`src/rtl/elelock_ctrl.sv`:
```
// elelock_ctrl: supervisory controller for the electronic lock keypad datapath.
// Holds the programmable PIN, counts failed attempts, runs a timed lockout,
// auto-relocks an idle open door and supports PIN re-programming while open.
// Optional feature macro: ELELOCK_ALARM_EN (sticky alarm that re-arms lockout).
module elelock_ctrl #(
    parameter int unsigned MAX_FAIL    = 3,
    parameter int unsigned LOCKOUT_CYC = 1000,
    parameter int unsigned RELOCK_CYC  = 5000,
    parameter logic [15:0] DEFAULT_PIN = 16'h5963,
    parameter int unsigned CNT_W       = 16
) (
    input  logic       ck,
    input  logic       reset,
    input  logic       key_vld,
    input  logic [3:0] key_code,
    input  logic       enter,
    input  logic       close,
    input  logic       prog,
    output logic       lock,
    output logic       lockout,
    output logic       alarm,
    output logic [2:0] state
);

    localparam int unsigned PIN_W   = 16;
    localparam int unsigned DIGIT_W = 4;
    localparam int unsigned NDIG_W  = 3;
    localparam int unsigned FAIL_W  = 4;

    localparam logic [NDIG_W-1:0] NDIG_FULL   = NDIG_W'(4);
    localparam logic [FAIL_W-1:0] FAIL_LIMIT  = FAIL_W'(MAX_FAIL);
    localparam logic [CNT_W-1:0]  RELOCK_LAST = CNT_W'(RELOCK_CYC - 1);
    localparam logic [CNT_W-1:0]  LOCKOUT_LD  = CNT_W'(LOCKOUT_CYC);
    localparam logic [CNT_W-1:0]  TIMER_ONE   = CNT_W'(1);
    localparam logic [PIN_W-1:0]  BUF_EMPTY   = 16'hFFFF;

    typedef enum logic [2:0] {
        ST_UNLOCKED = 3'd0,
        ST_LOCKED   = 3'd1,
        ST_LOCKOUT  = 3'd2,
        ST_PROG     = 3'd3
    } state_t;

    state_t              state_q, state_d;
    logic [PIN_W-1:0]    pin_q, pin_d;
    logic [PIN_W-1:0]    buf_q, buf_d;
    logic [NDIG_W-1:0]   ndig_q, ndig_d;
    logic [FAIL_W-1:0]   fail_q, fail_d;
    logic [CNT_W-1:0]    timer_q, timer_d;
    logic                lock_d, lockout_d, alarm_q, alarm_d;

    logic                digit_ok_c;
    logic [PIN_W-1:0]    buf_shift_c;
    logic [NDIG_W-1:0]   ndig_inc_c;
    logic                pin_ok_c;
    logic [FAIL_W-1:0]   fail_inc_c;
    logic                alarm_trip_c;

    // Keypad helpers: digit qualification, shift-in value, saturating count.
    always_comb begin
        digit_ok_c  = key_vld && (key_code <= DIGIT_W'(9));
        buf_shift_c = {buf_q[PIN_W-DIGIT_W-1:0], key_code};
        ndig_inc_c  = (ndig_q == NDIG_FULL) ? ndig_q : ndig_q + NDIG_W'(1);
        pin_ok_c    = (ndig_q == NDIG_FULL) && (buf_q == pin_q);
        fail_inc_c  = fail_q + FAIL_W'(1);
`ifdef ELELOCK_ALARM_EN
        alarm_trip_c = alarm_q;
`else
        alarm_trip_c = 1'b0;
`endif
    end

    // Next-state and next-output logic; input priority close > enter > prog > key.
    always_comb begin
        state_d = state_q;
        pin_d   = pin_q;
        buf_d   = buf_q;
        ndig_d  = ndig_q;
        fail_d  = fail_q;
        timer_d = timer_q;
        alarm_d = alarm_q;

        unique case (state_q)
            ST_UNLOCKED: begin
                if (close) begin
                    state_d = ST_LOCKED;
                    timer_d = '0;
                end else if (timer_q == RELOCK_LAST) begin
                    state_d = ST_LOCKED;
                    timer_d = '0;
                end else if (prog) begin
                    // timer is held while programming
                    state_d = ST_PROG;
                end else begin
                    timer_d = timer_q + TIMER_ONE;
                end
            end

            ST_LOCKED: begin
                if (close) begin
                    // door already bolted; close has nothing to do
                end else if (enter) begin
                    buf_d  = BUF_EMPTY;
                    ndig_d = '0;
                    if (pin_ok_c) begin
                        state_d = ST_UNLOCKED;
                        fail_d  = '0;
                        timer_d = '0;
                        alarm_d = 1'b0;
                    end else begin
                        fail_d = fail_inc_c;
                        if ((fail_inc_c == FAIL_LIMIT) || alarm_trip_c) begin
                            state_d = ST_LOCKOUT;
                            timer_d = LOCKOUT_LD;
                        end
                    end
                end else if (digit_ok_c) begin
                    buf_d  = buf_shift_c;
                    ndig_d = ndig_inc_c;
                end
            end

            ST_LOCKOUT: begin
                // every input except reset is ignored here
                if (timer_q <= TIMER_ONE) begin
                    state_d = ST_LOCKED;
                    fail_d  = '0;
                    timer_d = '0;
                end else begin
                    timer_d = timer_q - TIMER_ONE;
                end
            end

            ST_PROG: begin
                if (close) begin
                    state_d = ST_LOCKED;
                    timer_d = '0;
                end else if (enter) begin
                    if (ndig_q == NDIG_FULL) begin
                        pin_d = buf_q;
                    end
                    state_d = ST_UNLOCKED;
                    timer_d = '0;
                end else if (digit_ok_c) begin
                    buf_d  = buf_shift_c;
                    ndig_d = ndig_inc_c;
                end
            end

            default: begin
                state_d = ST_UNLOCKED;
                timer_d = '0;
            end
        endcase

        // entry to any new state starts with an empty digit buffer
        if (state_d != state_q) begin
            buf_d  = BUF_EMPTY;
            ndig_d = '0;
        end

`ifdef ELELOCK_ALARM_EN
        if ((state_d == ST_LOCKOUT) && (state_q != ST_LOCKOUT)) begin
            alarm_d = 1'b1;
        end
`else
        alarm_d = 1'b0;
`endif

        lock_d    = (state_d == ST_LOCKED) || (state_d == ST_LOCKOUT);
        lockout_d = (state_d == ST_LOCKOUT);
    end

    // State and datapath registers with asynchronous active-high reset.
    always_ff @(posedge ck or posedge reset) begin
        if (reset) begin
            state_q <= ST_UNLOCKED;
            pin_q   <= DEFAULT_PIN;
            buf_q   <= BUF_EMPTY;
            ndig_q  <= '0;
            fail_q  <= '0;
            timer_q <= '0;
            lock    <= 1'b0;
            lockout <= 1'b0;
            alarm_q <= 1'b0;
        end else begin
            state_q <= state_d;
            pin_q   <= pin_d;
            buf_q   <= buf_d;
            ndig_q  <= ndig_d;
            fail_q  <= fail_d;
            timer_q <= timer_d;
            lock    <= lock_d;
            lockout <= lockout_d;
            alarm_q <= alarm_d;
        end
    end

    // Debug state code and alarm come straight from registers.
    always_comb begin
        state = state_q;
        alarm = alarm_q;
    end

endmodule

```
`config.mk`:
```
export PLATFORM = sky130hd
export DESIGN_NAME = elelock_ctrl
export DESIGN_NICKNAME = d
export VERILOG_FILES = /design/src/rtl/elelock_ctrl.sv
export SDC_FILE = /design/constraint.sdc
export NUM_CORES = 1
export LEC_CHECK = 0
export CORE_MARGIN = 8
export CORE_UTILIZATION = 30
export DETAILED_ROUTE_END_ITERATION = 6
export GPL_TIMING_DRIVEN = 0
export PLACE_DENSITY_LB_ADDON = 0.3
export SETUP_SLACK_MARGIN = 0.05
export SLEW_MARGIN = 40
export SYNTH_ARGS = -nofsm -noshare
export SYNTH_HDL_FRONTEND = slang
export SYNTH_SLANG_ARGS = --single-unit
```
`constraint.sdc`:
```
create_clock -name ck -period 2.9 [get_ports ck]
set_input_delay 0.725 -clock ck [delete_from_list [all_inputs] [get_ports ck]]
set_output_delay 0.725 -clock ck [all_outputs]
set_load 0.01 [all_outputs]
```
==> results.yml, run 1 <==
run_status:
  outcome: "finished, final reports clean"
critical_path:
  cp_data_required_time_ns: 3.09
  cp-start-kind: "flop"
  critical_path.max_fanout: 10
  r2r-start: "timer_q[4]"
  cp-end-kind: "flop"
  rr_endpoint: "timer_q[9]"
  regToRegSetupSlack_ns: 0.12
  cp.arrival_ns: 2.97
  critPathKind: "reg -> reg"
  rr_worst_depth: 8
power_and_ir_drop:
  power.total_uw: 3592
  leakagePower_uw: 0.001697
  p_per_area_nw_per_um2: 793.2
  ir_drop_v: 0.0003505
cts:
  path_clk_slew_ns: 0.06
  htree_levels: 3
  cts_buffers: 9
  clk_path_buf_depth: 2
  postCtsHoldBufs: 0
  cts.sinks: 60
  cts_tree: "built"
  clock_latency_ns: 0.33
  root_buffer: "clkbuf_16"
timing:
  drv_slew: 0
  timing.final.crit_share_pct: 95.71
  fin_setup_tns_ns: 0
  setup_viol: 0
  skew_ns: 0.006790
  fin_crit_ns: 2.776
  hold_viol: 0
  rsz0062_at_grt: "yes"
  worstMarginPinSlew_ns: 0.6178
  slew-limit-headroom_pct: 58.43
  max_freq_mhz: 360.3
finish:
  multiInputGateArea_um2: 2132
  finish.net_count: 466
  fin_util_pct: 36.32
  final_cell_area_um2: 4528
  diodes: 0
  ff_latch_area_um2: 1531
  area_growth_pct: 19.64
  num-fill-cells: 1267
  final_layout_size_suffix_gt1_share_pct: 19.60
routing:
  detail-route-antenna-nets: 0
  first_pass_iters: 5
  drc_errors: 0
  vias_per_cell: 5.403
  wl_per_cell_um: 16.40
  drt_iter0_markers: 260
  vias: 3382
  totalWireLength_um: 10270
grt:
  grt.total_usage_pct: 13.08
  gr-total-overflow: 0
  grt_pass1_wl_um: 17130
  antenna_found_initial: 0
  first_global_vias: 3358
  grt_max_degree: 35
synth:
  ys_warn_count: 0
  synthFlopType: "dfrtp_1"
  synth_top_area_share_pct: 23.80
  ys_seq_elements: 60
  syn_inst: 421
  yosysTopAreaCell: "dfrtp_1"
  synth_area_leaders: "dfrtp_1 24%, dfstp_2 17%, mux2_2 5.1%"
  synth-edff-count: 0
  synth.distinct_cells: 61
  synth-async-reset-ratio_pct: 100.0
  yosysSeqAreaShare_pct: 40.46
  syn_area_per_cell_um2: 8.990
  syn_area_um2: 3785
place:
  io_buffers: 12
  hpwlAfterDp_um: 7323
  placed_cell_area_um2: 4163
  finalWeightedCongestion: 0.8676
floorplan:
  die_w_um: 128.3
  ios: 16
  placementRows: 41
  start_util_pct: 30.36
  core_region_area_um2: 12470
  die_area_um2: 16470
  dieHeight_um: 128.3
min_path:
  whs_endpoint: "fail_q[3]"
  hold_class: "reg -> reg"
  hold_start: "fail_q[3]"
  hold_depth: 1
flow_run:
  maxCapViolCount: 0
power breakdown:
part | switching (µW) | internal [µW] | total (µW)
registers | 125 | 950 | 1080
logic | 901 | 523 | 1420
clock network | 408 | 685 | 1090
repair_timing:
item	in CTS	in global routing
gates resized for setup	2	7
pin swaps	3	2
setup buffers	2	1
endpoints found under the setup margin	28	23
critical path, cell delays in order (launching register included):
cell and delay (ns):
dfrtp_1 0.37, buf_6 0.14, or4_4 0.56, or3_1 0.38, o31ai_4 0.50, buf_4 0.29
nor2_1 0.07, o31ai_1 0.22, o31ai_1 0.10
worst max-delay path by stage:
stage	from	endpoint	slack, ns	cells after the start
after floorplan	timer_q[4]	timer_q[9]	0.47	9
after global placement	close	pin_q[7]	-0.60	5
after detailed placement	close	timer_q[2]	-0.39	9
after CTS	timer_q[4]	buf_q[2]	0.08	9
after global routing	timer_q[4]	timer_q[9]	0.03	8
final	timer_q[4]	timer_q[9]	0.12	8
cells in the mapped netlist, drive strengths merged, types with 7 or more instances:
| cell | n |
|---|---|
| nand2 | 48 |
| dfrtp | 36 |
| nor2 | 32 |
| o21ai | 30 |
| dfstp | 24 |
| a21oi | 20 |
| o22ai | 20 |
| clkbuf | 17 |
| mux2 | 17 |
| nor3 | 15 |
| o31ai | 13 |
| xor2 | 13 |
| inv | 12 |
| nand4 | 9 |
| buf | 7 |
| ha | 7 |
| nand3 | 7 |
| nor2b | 7 |
| nor4 | 7 |
| or3 | 7 |
| xnor2 | 7 |
layer usage:
layer / part of all wire (%) / vias up / GRT usage [%]
met5: 0 / - / 0
met4: 2.2 / 0 / 5.944
met3: 5.9 / 23 / 3.037
met2: 48 / 133 / 20.92
met1: 44 / 1627 / 16.40
li1: - / 1599 / -
state kept, by name (all words and copies together) (netlist names):
name     cells
buf_q       16
lockout      1
timer_q     16
lock         1
ndig_q       3
state        3
fail_q       4
pin_q       16
cells by family (layout without fill, tap and decap cells):
logic type      count (synthesis)  after routing  share of synthesized area [%]
other cells                     1              2                        0.09908
compound gates                123            123                          21.88
mux                            17             17                          5.058
xor+xnor                       20             20                          4.628
buf+inv                        36             68                          4.264
fa+ha+maj                       7              7                          2.314
flops                          60             60                          40.46
simple gates                  157            157                          21.29
final cells by class:
class / instances / share of cell area (%)
clock inverter: 4 / 0.6079
inverter: 12 / 1.050
clock buffer: 12 / 6.162
timing repair buffer: 16 / 3.868
tap: 172 / 4.753
multi-input combinational: 326 / 47.08
sequential: 60 / 33.82
buffer: 24 / 2.653
stage by stage:
step / cells / worst slack, ns / hold WS [ns]
2_1_floorplan: 422 / 0.4680 / 0.4722
3_3_place_gp: 606 / -0.6034 / 0.4981
5_1_grt: 626 / 0.02560 / 0.5277
4_1_cts: 625 / 0.08119 / 0.5070
3_5_place_dp: 607 / -0.3945 / 0.4993
6_report: 626 / 0.1245 / 0.5091
layout by cell type, fill, tap and decap left out, types with 12 or more instances in the layout:
cell type | synthesis | final
a21oi_1 | 19 | 18
clkbuf_1 | 17 | 15
clkdlybuf4s50_1 | 0 | 12
dfrtp_1 | 36 | 36
dfstp_2 | 24 | 24
mux2_2 | 17 | 17
nand2_1 | 48 | 48
nor2_1 | 31 | 31
o21ai_0 | 29 | 28
o22ai_1 | 20 | 20
o31ai_1 | 12 | 12
xor2_1 | 13 | 13
(Power assumes the default switching activity.)
==> run 2: changes to the inputs <==
--- a/config.mk
+++ b/config.mk
@@ -11,7 +11,7 @@
 export GPL_TIMING_DRIVEN = 0
 export PLACE_DENSITY_LB_ADDON = 0.3
 export SETUP_SLACK_MARGIN = 0.05
-export SLEW_MARGIN = 40
+export SLEW_MARGIN = 20
 export SYNTH_ARGS = -nofsm -noshare
 export SYNTH_HDL_FRONTEND = slang
 export SYNTH_SLANG_ARGS = --single-unit
==> results.yml, run 2 (synthesized netlist as in run 1, its figures left out) <==
grt:
  grt_pass1_wl_um: 17060
  antenna_found_initial: 0
  gr-total-overflow: 0
  grt_max_degree: 46
  first_global_vias: 3345
  grt.total_usage_pct: 13.14
finish:
  fin_cells: 630
  final_cell_area_um2: 4543
  fin_util_pct: 36.44
  mostFrequentLayoutCells: "48 x nand2_1, 36 x dfrtp_1, 31 x nor2_1"
  finish.net_count: 470
  final_layout_size_suffix_gt1_share_pct: 20.09
  area_growth_pct: 20.03
  diodes: 0
  top_regs: "buf_q (16), pin_q (16), timer_q (16)"
  final_common_cell: "nand2_1"
power_and_ir_drop:
  p_per_area_nw_per_um2: 791.4
  ir_drop_v: 0.0004236
  leakagePower_uw: 0.001708
floorplan:
  ios: 16
  die_area_um2: 16470
  start_util_pct: 30.36
  placementRows: 41
  core_region_area_um2: 12470
  dieHeight_um: 128.3
  die_w_um: 128.3
place:
  placed_cell_area_um2: 4154
  dp.cells: 607
  io_buffers: 12
  finalWeightedCongestion: 0.8676
  hpwlAfterDp_um: 7314
routing:
  wl_per_cell_um: 16.42
  drt_iter0_markers: 244
  detail-route-antenna-nets: 0
  vias_per_cell: 5.343
  first_pass_iters: 4
  vias: 3366
  totalWireLength_um: 10340
  drc_errors: 0
timing:
  worstMarginPinSlew_ns: 1.017
  slew-limit-headroom_pct: 31.67
  drv_slew: 0
  rsz0062_at_grt: "yes"
  timing.final.crit_share_pct: 94.37
  fin_setup_tns_ns: 0
  setup_viol: 0
  hold_viol: 0
  fin_crit_ns: 2.737
  skew_ns: 0.009323
  max_freq_mhz: 365.4
cts:
  root_buffer: "clkbuf_16"
  cts_tree: "built"
  htree_levels: 3
  path_clk_slew_ns: 0.06
  cts.sinks: 60
  clk_path_buf_depth: 2
  cts_buffers: 9
  postCtsHoldBufs: 0
  clock_latency_ns: 0.34
critical_path:
  critical_path.max_fanout: 10
  cp-start-kind: "flop"
  cp-end-kind: "flop"
  cp.arrival_ns: 2.94
  critPathKind: "reg -> reg"
  r2r-start: "timer_q[14]"
  critPathLaunch: "timer_q[14]"
  cp_data_required_time_ns: 3.11
flow_run:
  maxCapViolCount: 0
run_status:
  outcome: "finished, final reports clean"
min_path:
  hold_start: "fail_q[3]"
  hold_class: "reg -> reg"
==> run 2: cell types whose count changed in the layout (fill, tap and decap cells not counted), moves of 2 or more <==
cell       change
clkbuf_16      -2
buf_4          +5
buf_12         -2
clkinv_4       +2
==> run 2: critical path: stages (launching register included) <==
cell and delay, ns:
dfrtp_1 0.47, or4bb_1 0.58, nor4_4 0.42, nor2_4 0.13
a22oi_2 0.21, o21ai_1 0.15, clkbuf_4 0.23, a211oi_1 0.27
o32ai_1 0.13
==> run 2: through the flow <==
stage / total power [µW] / setup slack [ns] / hold slack [ns]
after floorplan: 2049 / 0.4680 / 0.4722
after global placement: 2412 / -0.6034 / 0.4981
after detailed placement: 2431 / -0.6405 / 0.4993
after CTS: 3554 / 0.09585 / 0.5071
after global routing: 3818 / 0.02977 / 0.5274
final: 3595 / 0.1634 / 0.5094
==> run 2: report_power, final <==
group          internal [µW]  switching, µW
logic                    525            901
registers                950            125
clock network            669            425
total                   2140           1450
==> run 2: cell type report <==
| class | count | area [µm²] |
|---|---|---|
| fill | 1289 | 7923 |
| multi-input combinational | 326 | 2127 |
| sequential | 60 | 1531 |
| clock buffer | 9 | 225.2 |
| tap | 172 | 215.2 |
| timing repair buffer | 20 | 200.2 |
| buffer | 24 | 121.4 |
| clock inverter | 7 | 75.07 |
| inverter | 12 | 47.55 |
==> run 2: routing by layer <==
layer / wire (µm) / up-vias / part of all wire (%) / GRT usage [%]
li1: - / 1607 / - / -
met1: 4589 / 1654 / 44 / 15.96
met2: 5028 / 88 / 49 / 21.42
met3: 545 / 17 / 5.3 / 3.785
met4: 178 / 0 / 1.7 / 5.315
met5: 0 / - / 0 / 0
==> run 2: worst paths after layout <==
path,to,slack [ns],depth (start not counted)
setup / recovery,timer_q[4],0.16,8
hold / removal,fail_q[3],0.51,1
setup reg to reg,timer_q[4],0.16,8
hold reg to reg,fail_q[3],0.51,1
max in group asynchronous,buf_q[10],1.69,3
min in group asynchronous,fail_q[0],0.66,2
==> run 2: timing repair <==
| item | CTS | global route |
|---|---|---|
| buffers inserted | 2 | 5 |
| pin swaps | 3 | 3 |
| endpoints found under the hold margin | 0 | 0 |
| gates resized for setup | 3 | 7 |
| endpoints found under the setup margin | 33 | 27 |
